File: src/rtl/rpn_pkg.sv
// rpn_pkg: shared opcode and FSM state encodings for the RPN sequencer.
// Used by rpn_alu and rpn_ctrl.

package rpn_pkg;

    // Operator opcodes carried in tok_data[1:0] of an operator token
    localparam logic [1:0] OP_ADD = 2'b00;
    localparam logic [1:0] OP_SUB = 2'b01;
    localparam logic [1:0] OP_AND = 2'b10;
    localparam logic [1:0] OP_XOR = 2'b11;

    // Sequencer states
    //   state   | meaning
    //   S_IDLE  | ready for a token, stack ports idle
    //   S_PUSH  | push latched operand (dropped if stack full)
    //   S_POP_B | capture top as B and pop it (abort if empty)
    //   S_POP_A | capture top as A and pop it (abort if empty, B lost)
    //   S_EXEC  | push alu(A,B,op) and strobe the result
    typedef enum logic [2:0] {
        S_IDLE  = 3'd0,
        S_PUSH  = 3'd1,
        S_POP_B = 3'd2,
        S_POP_A = 3'd3,
        S_EXEC  = 3'd4
    } state_t;

endpackage

File: src/rtl/rpn_alu.sv
// rpn_alu: combinational operator datapath. B is the entry popped first
// (old top), A the one beneath it. All results wrap modulo 2^DW.

module rpn_alu
    import rpn_pkg::*;
#(
    parameter int DW = 4
)
(
    input  logic [DW-1:0] a,
    input  logic [DW-1:0] b,
    input  logic [1:0]    op,
    output logic [DW-1:0] result
);

    // Select the operation; carry and borrow fall off the top bit
    always_comb begin
        result = '0;
        unique case (op)
            OP_ADD:  result = a + b;
            OP_SUB:  result = a - b;
            OP_AND:  result = a & b;
            OP_XOR:  result = a ^ b;
            default: result = '0;
        endcase
    end

endmodule

File: src/rtl/rpn_ctrl.sv
// rpn_ctrl: reverse-Polish sequencer and sole driver of the LIFO stack's
// push/pop port. Operands are pushed; operators pop B then A, push the
// result and pulse res_valid for one cycle.
// Optional feature macro: RPN_CTRL_ERR_EN
//   defined   - sticky ovf_err / unf_err registers, cleared by err_clr
//   undefined - ovf_err / unf_err tied low, err_clr ignored
// The abort behaviour on overflow/underflow is the same in both builds.

module rpn_ctrl
    import rpn_pkg::*;
#(
    parameter int DW = 4
)
(
    input  logic          clk,
    input  logic          rst,
    input  logic          tok_valid,
    output logic          tok_ready,
    input  logic          tok_is_op,
    input  logic [DW-1:0] tok_data,
    output logic          st_push,
    output logic          st_pop,
    output logic [DW-1:0] st_push_data,
    input  logic [DW-1:0] st_top,
    input  logic          st_empty,
    input  logic          st_full,
    output logic [DW-1:0] res_data,
    output logic          res_valid,
    output logic          ovf_err,
    output logic          unf_err,
    input  logic          err_clr
);

    state_t          r_state;
    logic [DW-1:0]   r_opnd;
    logic [1:0]      r_op;
    logic [DW-1:0]   r_a;
    logic [DW-1:0]   r_b;
    logic [DW-1:0]   r_res;
    logic            r_res_valid;
    logic [DW-1:0]   w_alu_res;

    rpn_alu #(.DW(DW)) u_alu (
        .a      (r_a),
        .b      (r_b),
        .op     (r_op),
        .result (w_alu_res)
    );

    // Token sequencing plus operand/result capture
    always_ff @(posedge clk or negedge rst) begin
        if (!rst) begin
            r_state     <= S_IDLE;
            r_opnd      <= '0;
            r_op        <= OP_ADD;
            r_a         <= '0;
            r_b         <= '0;
            r_res       <= '0;
            r_res_valid <= 1'b0;
        end else begin
            r_res_valid <= 1'b0;
            unique case (r_state)
                S_IDLE: begin
                    if (tok_valid) begin
                        if (tok_is_op) begin
                            r_op    <= tok_data[1:0];
                            r_state <= S_POP_B;
                        end else begin
                            r_opnd  <= tok_data;
                            r_state <= S_PUSH;
                        end
                    end
                end
                S_PUSH: begin
                    r_state <= S_IDLE;
                end
                S_POP_B: begin
                    if (st_empty) begin
                        r_state <= S_IDLE;
                    end else begin
                        r_b     <= st_top;
                        r_state <= S_POP_A;
                    end
                end
                S_POP_A: begin
                    // B has already left the stack; an abort here loses it
                    if (st_empty) begin
                        r_state <= S_IDLE;
                    end else begin
                        r_a     <= st_top;
                        r_state <= S_EXEC;
                    end
                end
                S_EXEC: begin
                    r_res       <= w_alu_res;
                    r_res_valid <= 1'b1;
                    r_state     <= S_IDLE;
                end
                default: begin
                    r_state <= S_IDLE;
                end
            endcase
        end
    end

    // Stack port drive, decoded from state so it is stable all cycle;
    // push and pop live in disjoint states so they never overlap
    always_comb begin
        st_push      = 1'b0;
        st_pop       = 1'b0;
        st_push_data = '0;
        unique case (r_state)
            S_PUSH: begin
                st_push      = ~st_full;
                st_push_data = r_opnd;
            end
            S_POP_B, S_POP_A: begin
                st_pop = ~st_empty;
            end
            S_EXEC: begin
                // two entries were just popped, so there is always room
                st_push      = 1'b1;
                st_push_data = w_alu_res;
            end
            default: begin
                st_push = 1'b0;
            end
        endcase
    end

    assign tok_ready = (r_state == S_IDLE);
    assign res_data  = r_res;
    assign res_valid = r_res_valid;

`ifdef RPN_CTRL_ERR_EN
    logic r_ovf_err;
    logic r_unf_err;
    logic w_ovf_set;
    logic w_unf_set;

    assign w_ovf_set = (r_state == S_PUSH) && st_full;
    assign w_unf_set = ((r_state == S_POP_B) || (r_state == S_POP_A)) && st_empty;

    // Sticky error flags; a same-cycle set beats err_clr
    always_ff @(posedge clk or negedge rst) begin
        if (!rst) begin
            r_ovf_err <= 1'b0;
            r_unf_err <= 1'b0;
        end else begin
            if (w_ovf_set) begin
                r_ovf_err <= 1'b1;
            end else if (err_clr) begin
                r_ovf_err <= 1'b0;
            end
            if (w_unf_set) begin
                r_unf_err <= 1'b1;
            end else if (err_clr) begin
                r_unf_err <= 1'b0;
            end
        end
    end

    assign ovf_err = r_ovf_err;
    assign unf_err = r_unf_err;
`else
    logic w_unused_err_clr;

    assign w_unused_err_clr = err_clr;
    assign ovf_err          = 1'b0;
    assign unf_err          = 1'b0;
`endif

endmodule

File: config.mk
export PLATFORM = sky130hd
export DESIGN_NAME = rpn_ctrl
export DESIGN_NICKNAME = d
export VERILOG_FILES = /design/src/rtl/rpn_pkg.sv /design/src/rtl/rpn_alu.sv /design/src/rtl/rpn_ctrl.sv
export SDC_FILE = /design/constraint.sdc
export NUM_CORES = 1
export LEC_CHECK = 0
export CAP_MARGIN = 20
export CELL_PAD_IN_SITES_DETAIL_PLACEMENT = 2
export CELL_PAD_IN_SITES_GLOBAL_PLACEMENT = 2
export CORE_ASPECT_RATIO = 2
export CORE_MARGIN = 10
export CORE_UTILIZATION = 30
export CTS_BUF_LIST = sky130_fd_sc_hd__clkbuf_2 sky130_fd_sc_hd__clkbuf_4 sky130_fd_sc_hd__clkbuf_8
export CTS_CLUSTER_DIAMETER = 40
export CTS_CLUSTER_SIZE = 8
export DETAILED_ROUTE_END_ITERATION = 10
export GPL_ROUTABILITY_DRIVEN = 0
export PLACE_DENSITY = 0.73
export SYNTH_ARGS = -nofsm -noshare
export SYNTH_HDL_FRONTEND = slang
export SYNTH_HIERARCHICAL = 1
export SYNTH_SLANG_ARGS = --single-unit
File: constraint.sdc
create_clock -name clk -period 2.1 [get_ports clk]
set_input_delay 0.21 -clock clk [delete_from_list [all_inputs] [get_ports clk]]
set_output_delay 0.21 -clock clk [all_outputs]
set_load 0.01 [all_outputs]
==> results of run 1 <==
## layout by cell type, fill, tap and decap left out, types with 3 or more instances in the layout
master,n
sky130_fd_sc_hd__a21oi_2,3
sky130_fd_sc_hd__a22oi_1,4
sky130_fd_sc_hd__inv_1,4
sky130_fd_sc_hd__clkdlybuf4s50_1,21
sky130_fd_sc_hd__nor3_1,3
sky130_fd_sc_hd__dfrtp_1,21
sky130_fd_sc_hd__mux2_4,6
sky130_fd_sc_hd__nor2_1,7
sky130_fd_sc_hd__buf_6,3
sky130_fd_sc_hd__clkbuf_8,4
sky130_fd_sc_hd__ha_1,7
sky130_fd_sc_hd__buf_4,19
sky130_fd_sc_hd__mux2_2,12
sky130_fd_sc_hd__buf_2,3
## cell type report
type	count	area [um2]	share of cell area, %
well taps	54	67.6	3.61
inverters	6	22.5	1.20
flip-flops and latches	22	552	29.5
clock buffers	4	55.1	2.94
multi-input cells	78	767	41.0
repair buffers	47	407	21.7
## timing repair
| action | 4_1_cts | 5_1_grt |
|---|---|---|
| hold endpoints to repair | 0 | 0 |
| setup endpoints to repair | 6 | 8 |
| setup buffers | 7 | 1 |
| resized for setup | 29 | 8 |
| pin swaps | 7 | 3 |
## power by group
part	switching (mW)	total (mW)	internal, mW
logic	0.841	1.96	1.11
registers	0.136	0.713	0.577
clock network	0.136	0.303	0.167
## kinds of logic (layout without fill, tap and decap cells)
| group | after synthesis | in the layout |
|---|---|---|
| fa+ha+maj | 9 | 9 |
| compound gates | 15 | 15 |
| xor+xnor | 3 | 3 |
| mux | 21 | 21 |
| buf+inv | 13 | 57 |
| other cells | 1 | 2 |
| flops | 22 | 22 |
| simple gates | 28 | 28 |
## flip-flops by register name, indices dropped and copies added, names as in the netlist
name / cells
r_a: 4
r_b: 4
r_op: 2
r_opnd: 4
r_state: 3
res_data: 4
res_valid: 1
## metal layers
metal	global-route usage, %	up-vias	part of all wire (%)
met5	0	-	0
met4	4.22	0	1.1
met3	1.38	4	1.5
met2	23.6	9	65
met1	10.5	538	33
li1	-	474	-
## metrics by stage
stage / hold WS, ns / TNS, ns / utilization (%) / area, um2 / cells
floorplan: -0.0856 / -0.210 / - / 1320 / 113
global placement: 0.497 / -1.69 / 39.9 / 1720 / 202
detailed placement: 0.500 / -1.94 / 39.9 / 1720 / 202
CTS: 0.306 / -1.65 / 42.9 / 1840 / 210
global route: 0.315 / -2.27 / 43.5 / 1870 / 211
finish: 0.298 / -1.82 / 43.5 / 1870 / 211
## worst max-delay path: cells and delay by family, from the launching register on
kind	cells	cell delay (ns)
simple gates	3	0.45
fa+ha+maj	2	0.46
compound gates	3	0.52
mux	1	0.17
flops	1	0.39
buf+inv	2	0.22
## how the worst max path moves through the flow
stage	startpoint	to	slack [ns]	cells past startpoint
4_1_cts	r_b[0]	st_push_data[3]	-0.55	11
3_3_place_gp	r_b[1]	st_push_data[3]	-0.63	11
2_1_floorplan	r_b[1]	st_push_data[3]	-0.18	10
6_report	r_b[0]	st_push_data[3]	-0.59	11
3_5_place_dp	r_b[1]	st_push_data[3]	-0.72	11
5_1_grt	r_b[0]	st_push_data[3]	-0.70	11
==> reports/results.txt, run 1 <==
Walking the worst path, the cells encountered are inv_2, ha_4, mux2i_2, ha_1, nor2b_4, o21a_1, a2111oi_2, nand3b_1, a22oi_1, nor2_1, buf_2. The share of post-route cells with drive strength above 1 came out at 44.6%. Entering global routing, the biggest net connects 23 pins. The via-per-instance ratio is 4.86, and the total via count after detailed routing is 1025. The Yosys warning count came out at 6. CTS saw 22 sinks.

The worst register-to-register path has a depth of 13. Summed over its instances, the top area cell type makes up 42.1% of the synthesized netlist area. By area the synthesized netlist is led by sky130_fd_sc_hd__dfrtp_1 (42%), sky130_fd_sc_hd__mux2_2 (12%), sky130_fd_sc_hd__ha_1 (7.6%). The worst setup slack for register-to-register paths is -0.53 ns. In this run the worst path has a maximum fanout of 2.

IR analysis of the VDD net gives a maximum drop of 0.000614 V. Critical setup path kind: flop to primary output. Fill cells in the final layout number 450.

The worst setup timing slack at the placement stage was -0.723 ns; the count of mapped cells out of synthesis was 112. In this run the critical register-to-register path is launched from r_b[0]. The count of buffers from port buffering came out at 25. The run gives 371 MHz as the peak clock frequency supported by timing.

In the finished design, the share of the clock period the worst path needs comes to 128%. After Yosys synthesis, XOR and XNOR cells account for 2.01% of the synthesized area. The critical register-to-register path endpoint is res_data[3]. The tools report the DRC violation count after routing as 0. The share of synthesized area spent on multiplexers came out at 18.9%. The initialized floorplan defines 34 standard-cell rows. The required arrival time at the worst endpoint was 1.89 ns; the layout overhead on the synthesized area was 42.9%.

The logs give 0.26 ns for the clock latency reported for the late side of the worst-skew pair and 5 for the count of final setup violators. The synthesized design contains 0 enable-type register cells. In this design, the stage delay of the slowest critical-path cell is 0.39 ns. The number of antenna violations at the first check in global routing is 0. The checks that failed: negative setup slack. The run gives 2 as the number of buffers on the longest clock path.

The die covers 7560 um2. The number of hold-repair buffers added at the cts stage is 0, and the worst setup margin is -0.592 ns. The per-cell routed wire length works out to 19.5 um. The worst setup path is launched from a flop.

The slowest stage of the critical path is the sky130_fd_sc_hd__dfrtp_1 cell. The logs give 3170 um for the half-perimeter wire length after detailed placement and 0 for the aggregate global routing overflow. The floorplan step set the die width to 66.7 um. The number of antenna diodes in the final layout is 0. Summing the areas of all compound-gate instances in the mapped netlist gives 8.32% of the synthesized area. Summing every instance area after synthesis gives 1310 um2. The tree is rooted in a sky130_fd_sc_hd__clkbuf_8. In this run the standard cell core region covers 4300 um2. Dividing total power by cell area gives a power density of 1590 nW/um2. For the net count of the finished layout, the log shows 182. The logs give 4 for the number of search-and-repair iterations in the first detailed-routing pass and 4120 um for the total length of routed wires.

The most used standard cell by instance count after synthesis is sky130_fd_sc_hd__dfrtp_1. After synthesis, the share of flip-flops with an asynchronous set or reset is 100%. The total track usage was 11.6%.

For this block, the initial DRC count from the detailed router was 10. For the final database, setup skew stands at 0.00302 ns. Data arrives at the worst endpoint at 2.48 ns. The total number of H-tree levels is 1, and the transition time at the pin with the least slew margin is 0.500 ns.

In this run the remaining antenna-violating nets after routing total 0. Summing the areas of all and, or, nand and nor instances in the mapped netlist gives 14.0% of the synthesized area. In this run the vertical extent of the chip is 113 um. In the synthesized netlist, the cells that appear most often are sky130_fd_sc_hd__dfrtp_1 (22), sky130_fd_sc_hd__mux2_2 (14), sky130_fd_sc_hd__nor2_1 (9).

The per-instance average area after synthesis was 11.7 um2; the final max-slew violation count was 0. The post-synthesis adder-cell area fraction works out to 9.18%. The worst min-delay path class is input pin to asynchronous set/reset pin. The share of synthesized area occupied by flip-flops and latches is 42.1%, and the count of boundary I/O pins is 29.

Max-cap check violation count: 0. TritonCTS built the clock tree. The register clock-pin slew on the reported worst setup and hold paths works out to 0.08 ns. The number of buffers inserted during clock tree synthesis came out at 3.

The run finished, with violations left. The tools report the number of hold violations in the final report as 0. Yosys mapped the design onto 35 distinct sky130hd cell types. The leakage power figure was 0.856 nW. The most used flip-flop cell after synthesis was sky130_fd_sc_hd__dfrtp_1.

The starting utilization of the core area is 30.5%. Setup repair after global routing could not meet its margin everywhere. The total power draw was 2.97 mW; the relative max-transition margin was 66.5%. The first global-routing pass estimated 6600 um of wire.

After synthesis, the largest family of logic cells by area is multiplexers. The via count of the first global-routing pass was 1250; the time the worst path needs with I/O delays and setup was 2.69 ns. Number of storage elements in the synthesis netlist: 22. STA classifies the critical path endpoint as a primary output. Summed over all instances, the cell type with the most area after synthesis is sky130_fd_sc_hd__dfrtp_1.
Note: power is estimated with default switching activity, not from simulation.
==> run 2: changes to the inputs <==
--- a/config.mk
+++ b/config.mk
@@ -17,6 +17,7 @@
 export DETAILED_ROUTE_END_ITERATION = 10
 export GPL_ROUTABILITY_DRIVEN = 0
 export PLACE_DENSITY = 0.73
+export REMOVE_ABC_BUFFERS = 1
 export SYNTH_ARGS = -nofsm -noshare
 export SYNTH_HDL_FRONTEND = slang
 export SYNTH_HIERARCHICAL = 1
==> reports/results.txt, run 2 (synthesis gave the netlist of run 1 again) <==
The flow ran to the end, but the final reports show violations. The checks that failed: negative setup slack. The peak fanout along the critical path was 2; the register clock-pin slew on the reported worst setup and hold paths was 0.08 ns.

Number of hold violations in the final report: 0. The relative max-transition margin is 63.6%, and the worst setup timing slack at the placement stage is -0.784 ns. For this design the static power due to leakage is 0.834 nW. The run gives 0.301 ns as the worst hold slack after final layout. Transition time at the pin with the least slew margin: 0.541 ns. In this run the worst setup path terminates at st_push_data[2]. The total number of H-tree levels came out at 1. The switching share of power is 38.6%, and the arrival time at the worst endpoint is 2.46 ns. The logs give 0 for the DRC violation count after routing and 29 for the count of boundary I/O pins. Relative to the synthesized area, the layout overhead comes to 44.0%. Tracing the worst setup path back leads to its startpoint at r_b[0]. The tools report the number of cell rows as 34.

For the global-route wire length before repair, the log shows 6070 um. Setup violations remaining at the end of the flow were counted as 6. Per report_power, the combinational group accounts for 64.4% of the total. The tools report the final design area excluding fillers as 1880 um2.

The first detailed-routing pass took 4 iterations. The total via count after detailed routing is 1000, and the wire length on met3 is 180 um. For this run, the number of standard cells in the final layout without fillers is 206. The required arrival time at the worst endpoint was 1.89 ns. Including well taps, the total number of placed cells is 200. The number of cells on the worst reg-to-reg path is 9.

Cells with a size suffix above 1 make up 42.8% of the layout. The run gives 7560 um2 as the area enclosed by the die boundary. Once detail routing completed, the nets flagged for antenna violations numbered 0. The net count of the finished layout was 177. Clock tree root driver cell: sky130_fd_sc_hd__clkbuf_8.

The worst setup path is of the flop to primary output kind. The detailed router put a total of 1320 um of wire on met1. The die is 113 um tall. After global routing the overflow that remains totals 0. The tools report the via count of the first global-routing pass as 1215. The logs give 0.00305 ns for the worst setup skew after layout and 0.27 ns for the clock latency reported for the late side of the worst-skew pair. For this design the total switching power over the nets is 1.19 mW. The tools report the number of hold-repair buffers added at the cts stage as 0. The floorplan step set the die width to 66.7 um. STA classifies the critical path endpoint as a primary output.

Global routing used 10.3% of the available tracks. The placeable core region was 4300 um2; the count of buffers from port buffering was 25. In the layout the commonest cells are sky130_fd_sc_hd__clkdlybuf4s50_1 (21), sky130_fd_sc_hd__dfrtp_1 (21), sky130_fd_sc_hd__buf_4 (15). Number of antenna violations at the first check in global routing: 0. The number of diodes added for antenna fixing was 0; the maximum cell stage delay along the critical path was 0.38 ns. The run gives -0.566 ns as the worst setup margin. In the finished design, the share of the clock period the worst path needs comes to 127%. After detailed routing, the number of vias per cell comes to 4.85.

The tool flagged a number of max-cap violations equal to 0. The per-cell routed wire length was 19.3 um. Number of buffers inserted during clock tree synthesis: 3. The tools report the origin of the critical flop-to-flop path as r_b[0].

The post-place instance area is 1700 um2, and the maximum number of pins on one net before global-route repair is 23. In this run the power density over the cells is 1640 nW/um2. Library cell contributing the largest single delay on the critical path: sky130_fd_sc_hd__dfrtp_1.

In this run, the number of DRC markers left after iteration 0 of detailed routing was 9. IR analysis of the VDD net gives a maximum drop of 0.000688 V. The met2 wire length was 2370 um; the share of total power in the clock network was 13.1%.

The min-delay analysis places its worst path in the category input pin to asynchronous set/reset pin. The logs give 375 MHz for the peak clock frequency supported by timing and 2870 um for the half-perimeter wire length after detailed placement. The critical path goes through inv_1, ha_4, mux2i_4, buf_4, buf_6, fa_2, xor2_2, nor2_2, a21oi_2, a22oi_1, nor2_1, buf_2. The internal power was 1.90 mW; the setup TNS was -1.77 ns. For this configuration, the core starts out at a cell density of 30.5%. TritonCTS built the clock tree. The longest clock path from root to sink contains 2 buffers. The total length of routed wires came out at 3980 um. The smallest clock period supported by the final layout is computed as 2.67 ns. The final max-slew violation count is 0.

Setup repair after global routing could not meet its margin everywhere. The run gives 22.5% as the sequential power share. For this design, the sink count on the clock tree is 22. In this run the critical register-to-register path is captured at res_data[3]. The worst setup slack for register-to-register paths came out at -0.07 ns. STA classifies the critical path startpoint as a flop. In this run the top signal layer used is met4.
## run 2: per-stage QoR
stage	util (%)	total power, mW
after detailed placement	39.5	2.12
after global placement	39.5	2.05
final	43.9	3.09
after global routing	43.9	3.31
after floorplan	-	1.49
after CTS	41.8	2.74
## run 2: worst min path at each step
stage               cells past startpoint  slack [ns]     endpoint   startpoint
floorplan                               0       -0.09       r_a[0]          rst
global placement                        1        0.50  res_data[1]  res_data[1]
detailed placement                      1        0.50    r_opnd[0]    r_opnd[0]
CTS                                     2        0.31       r_a[3]          rst
global route                            2        0.33    r_opnd[0]          rst
finish                                  2        0.30    r_opnd[0]          rst
## run 2: power groups by stage
stage               Clock (mW)  Combinational, mW  Sequential, mW
finish                   0.404               1.99           0.697
global route             0.437               2.16           0.718
CTS                      0.418               1.63           0.691
detailed placement           0               1.43           0.693
global placement             0               1.37           0.679
floorplan                    0              0.763           0.730
## run 2: what timing repair did
item / in CTS / in global routing
pin swaps: 8 / 7
setup buffers: 0 / 2
endpoints found under the setup margin: 6 / 7
gates resized for setup: 25 / 11
endpoints found under the hold margin: 0 / 0
## run 2: area by class of cell
cell class | count | area, um2
flip-flops and latches | 22 | 552
clock inverters | 1 | 30.0
multi-input cells | 78 | 802
inverters | 6 | 22.5
fillers | 447 | 2410
repair buffers | 42 | 369
well taps | 54 | 67.6
clock buffers | 3 | 41.3
## run 2: per-layer routing
metal	global-route usage (%)	vias up
met5	0	-
met4	4.64	0
met3	2.36	7
met2	19.3	20
met1	9.94	508
li1	-	465
## run 2: worst max-delay path, delay by kind of cell (launching register included)
family          cells  cell delay [ns]
fa+ha+maj           2             0.63
xor+xnor            1             0.15
mux                 1             0.07
simple gates        2             0.18
buf+inv             4             0.48
compound gates      2             0.29
flops               1             0.38
==> run 3: changes to the inputs <==
==> constraint.sdc (replaced) <==
create_clock -name clk -period 2.1 [get_ports clk]
set_input_delay 0.42 -clock clk [delete_from_list [all_inputs] [get_ports clk]]
set_output_delay 0.42 -clock clk [all_outputs]
set_load 0.01 [all_outputs]
==> reports/results.txt, run 3 (synthesis gave the netlist of run 1 again) <==
The flow ran to the end, but the final reports show violations. The checks that failed: negative setup slack. The post-place instance area is 1710 um2. The time the worst path needs with I/O delays and setup is 2.86 ns, and the met1 track utilization from global routing is 9.55%. The clock latency reported for the late side of the worst-skew pair was 0.27 ns; the placeable core region was 4300 um2. In this run, the number of DRC markers left after iteration 0 of detailed routing was 5. In this run the tightest slew margin relative to its limit is 64.8%. The largest individual stage delay along the critical path comes from the cell sky130_fd_sc_hd__dfrtp_1.

For the leakage power figure, the log shows 0.890 nW. The initialized floorplan defines 34 standard-cell rows. For the worst flop-to-flop path, the logic depth is 9. Leaving out fill and tap cells, the most frequent cells in the layout are sky130_fd_sc_hd__buf_4 (21), sky130_fd_sc_hd__dfrtp_1 (21), sky130_fd_sc_hd__clkdlybuf4s50_1 (18). The tools report the number of antenna violations at the first check in global routing as 0.

TritonCTS built the clock tree. The critical path buffer and inverter count is 1. Entering global routing, the biggest net connects 23 pins.

Fill cells in the final layout number 436. The layer flagged by global routing as most heavily used is met2. Hold timing on the final database bottoms out at a slack of 0.510 ns. In this run the worst hold path is classified as input pin to asynchronous set/reset pin. The count of final setup violators was 4.

The max-cap check violation count came out at 0. In this run the clock root is driven by a sky130_fd_sc_hd__clkbuf_8. Global routing used 20.9% of the available met2 tracks. In this run the vertical extent of the chip is 113 um.

Cell repeated most along the worst path: sky130_fd_sc_hd__nor2b_4. The post-layout utilization of the core was 44.3%; the per-cell routed wire length was 19.0 um. For this run, the total global-route usage over all layers was measured as 10.6%. The tools report the global routing met3 resource utilization as 1.96%.

Across all register-to-register paths, the minimum setup slack is -0.21 ns. Half-perimeter wire length after detailed placement: 3100 um. The tools report the total power draw as 2.91 mW. The setup path with the least slack is of type flop to primary output.

The run gives 0 as the final max-slew violation count. The arrival time at the worst endpoint was 2.44 ns; the final cycle utilization of the critical path was 136%. Summing over every cut layer, the via total after detailed routing is 1040. The repair_antennas step left the layout with diodes totalling 0. For the worst setup skew after layout, the log shows 0.00859 ns.

Of all nets on the critical path, the largest fanout is 4. Layout overhead on the synthesized area: 45.3%. The final design area excluding fillers was 1900 um2.

The die is 66.7 um wide. For this run, the slowest stage of the critical path takes 0.42 ns. For the pin with the worst max-slew slack, the measured transition is 0.525 ns. Walking the worst path, the cells encountered are nor2b_4, mux2i_2, ha_1, nor2b_4, o21a_4, o2111ai_2, nand3b_1, a22oi_1, nor2_1, buf_2.

The run gives 1272 as the via count of the first global-routing pass. The maximum ir drop on the vdd rail is 0.000920 V. Cells with a size suffix above 1 make up 44.9% of the layout. The count of clock tree sinks was 22. Summed over all layers, the routed wires come to 3990 um.

Setup repair after global routing could not meet its margin everywhere. In this run the count of I/O pins placed on the die edge is 29. The tools report the kind of capture point of the worst setup path as a primary output. Data on the critical path is required at its endpoint by 1.68 ns. The pre-antenna-repair detailed-routing pass consisted of 4 iterations.

The via-per-instance ratio was 4.95. The endpoint identified for the worst register-to-register timing path is res_data[3]. For this configuration, the core starts out at a cell density of 30.5%.

The die covers 7560 um2. In this run the critical register-to-register path is launched from r_op[1]. The run gives 350 MHz as the peak clock frequency supported by timing. The run gives -0.756 ns as the worst setup margin. During placement, the flow inserted port buffers numbering 25. In this run, post-CTS hold repair placed 0 buffers.

No sink is reached through more buffers than the 2 on the longest clock path. Number of hold violations in the final report: 0. The worst setup timing slack at the placement stage was -1.08 ns. The total number of H-tree levels is 1.

The worst setup path is launched from a flop. The power density of the placed cells works out to 1530 nW/um2. Number of buffers inserted during clock tree synthesis: 3. For this run, design rule violations remaining after detail routing come to 0. The post-detailed-route count of antenna-violating nets came out at 0. The cell family contributing the most delay on the critical path was compound AO/OA/AOI/OAI gates. After clock tree synthesis, the clock-pin slew on the worst setup and hold paths is 0.09 ns.

After global routing the overflow that remains totals 0. The run gives 6240 um as the global-route wire length before repair. The net count of the finished layout is 181.
run 3: cell count changes in the layout (fill, tap and decap cells not counted), moves of 2 or more:
cell,before,now
sky130_fd_sc_hd__buf_4,15,21
sky130_fd_sc_hd__clkdlybuf4s50_1,21,18
sky130_fd_sc_hd__buf_6,2,0
sky130_fd_sc_hd__dlymetal6s2s_1,0,2
sky130_fd_sc_hd__nor2b_2,2,0
sky130_fd_sc_hd__nor2b_4,2,4
run 3: through the flow:
stage,TNS [ns],instances
5_1_grt,-2.73,210
3_3_place_gp,-2.61,202
2_1_floorplan,-0.662,106
4_1_cts,-2.30,208
6_report,-2.18,210
3_5_place_dp,-3.17,202
run 3: worst max-delay path by stage:
stage | start | to | cells past startpoint
floorplan | r_op[1] | st_push_data[3] | 9
global placement | r_b[0] | st_push_data[3] | 11
detailed placement | r_b[0] | st_push_data[3] | 11
CTS | r_b[0] | st_push_data[3] | 11
global route | r_op[1] | st_push_data[3] | 10
finish | r_op[1] | st_push_data[3] | 10
run 3: repair_timing:
item | in CTS | in global routing
pin swaps | 10 | 12
resized for setup | 28 | 16
buffers inserted | 3 | 3
endpoints found under the setup margin | 7 | 9
run 3: power breakdown:
part           total [mW]  internal (mW)  leakage (nW)  switching, mW
combinational        1.82          0.997         0.582          0.820
clock               0.399          0.255        0.0357          0.145
sequential          0.698          0.578         0.273          0.120
run 3: routing by layer:
layer,share of wire [%],routed length (um)
met5,0,0
met3,3.5,138
met2,61,2430
met4,2.7,108
met1,33,1320
run 3: layout make-up:
| type | count | area, um2 | area share (%) |
|---|---|---|---|
| Clock buffer | 3 | 41.3 | 2.17 |
| Multi-Input combinational cell | 78 | 797 | 41.9 |
| Sequential cell | 22 | 552 | 29.0 |
| Tap cell | 54 | 67.6 | 3.55 |
| Clock inverter | 1 | 30.0 | 1.58 |
| Timing Repair Buffer | 46 | 392 | 20.6 |
| Inverter | 6 | 22.5 | 1.18 |
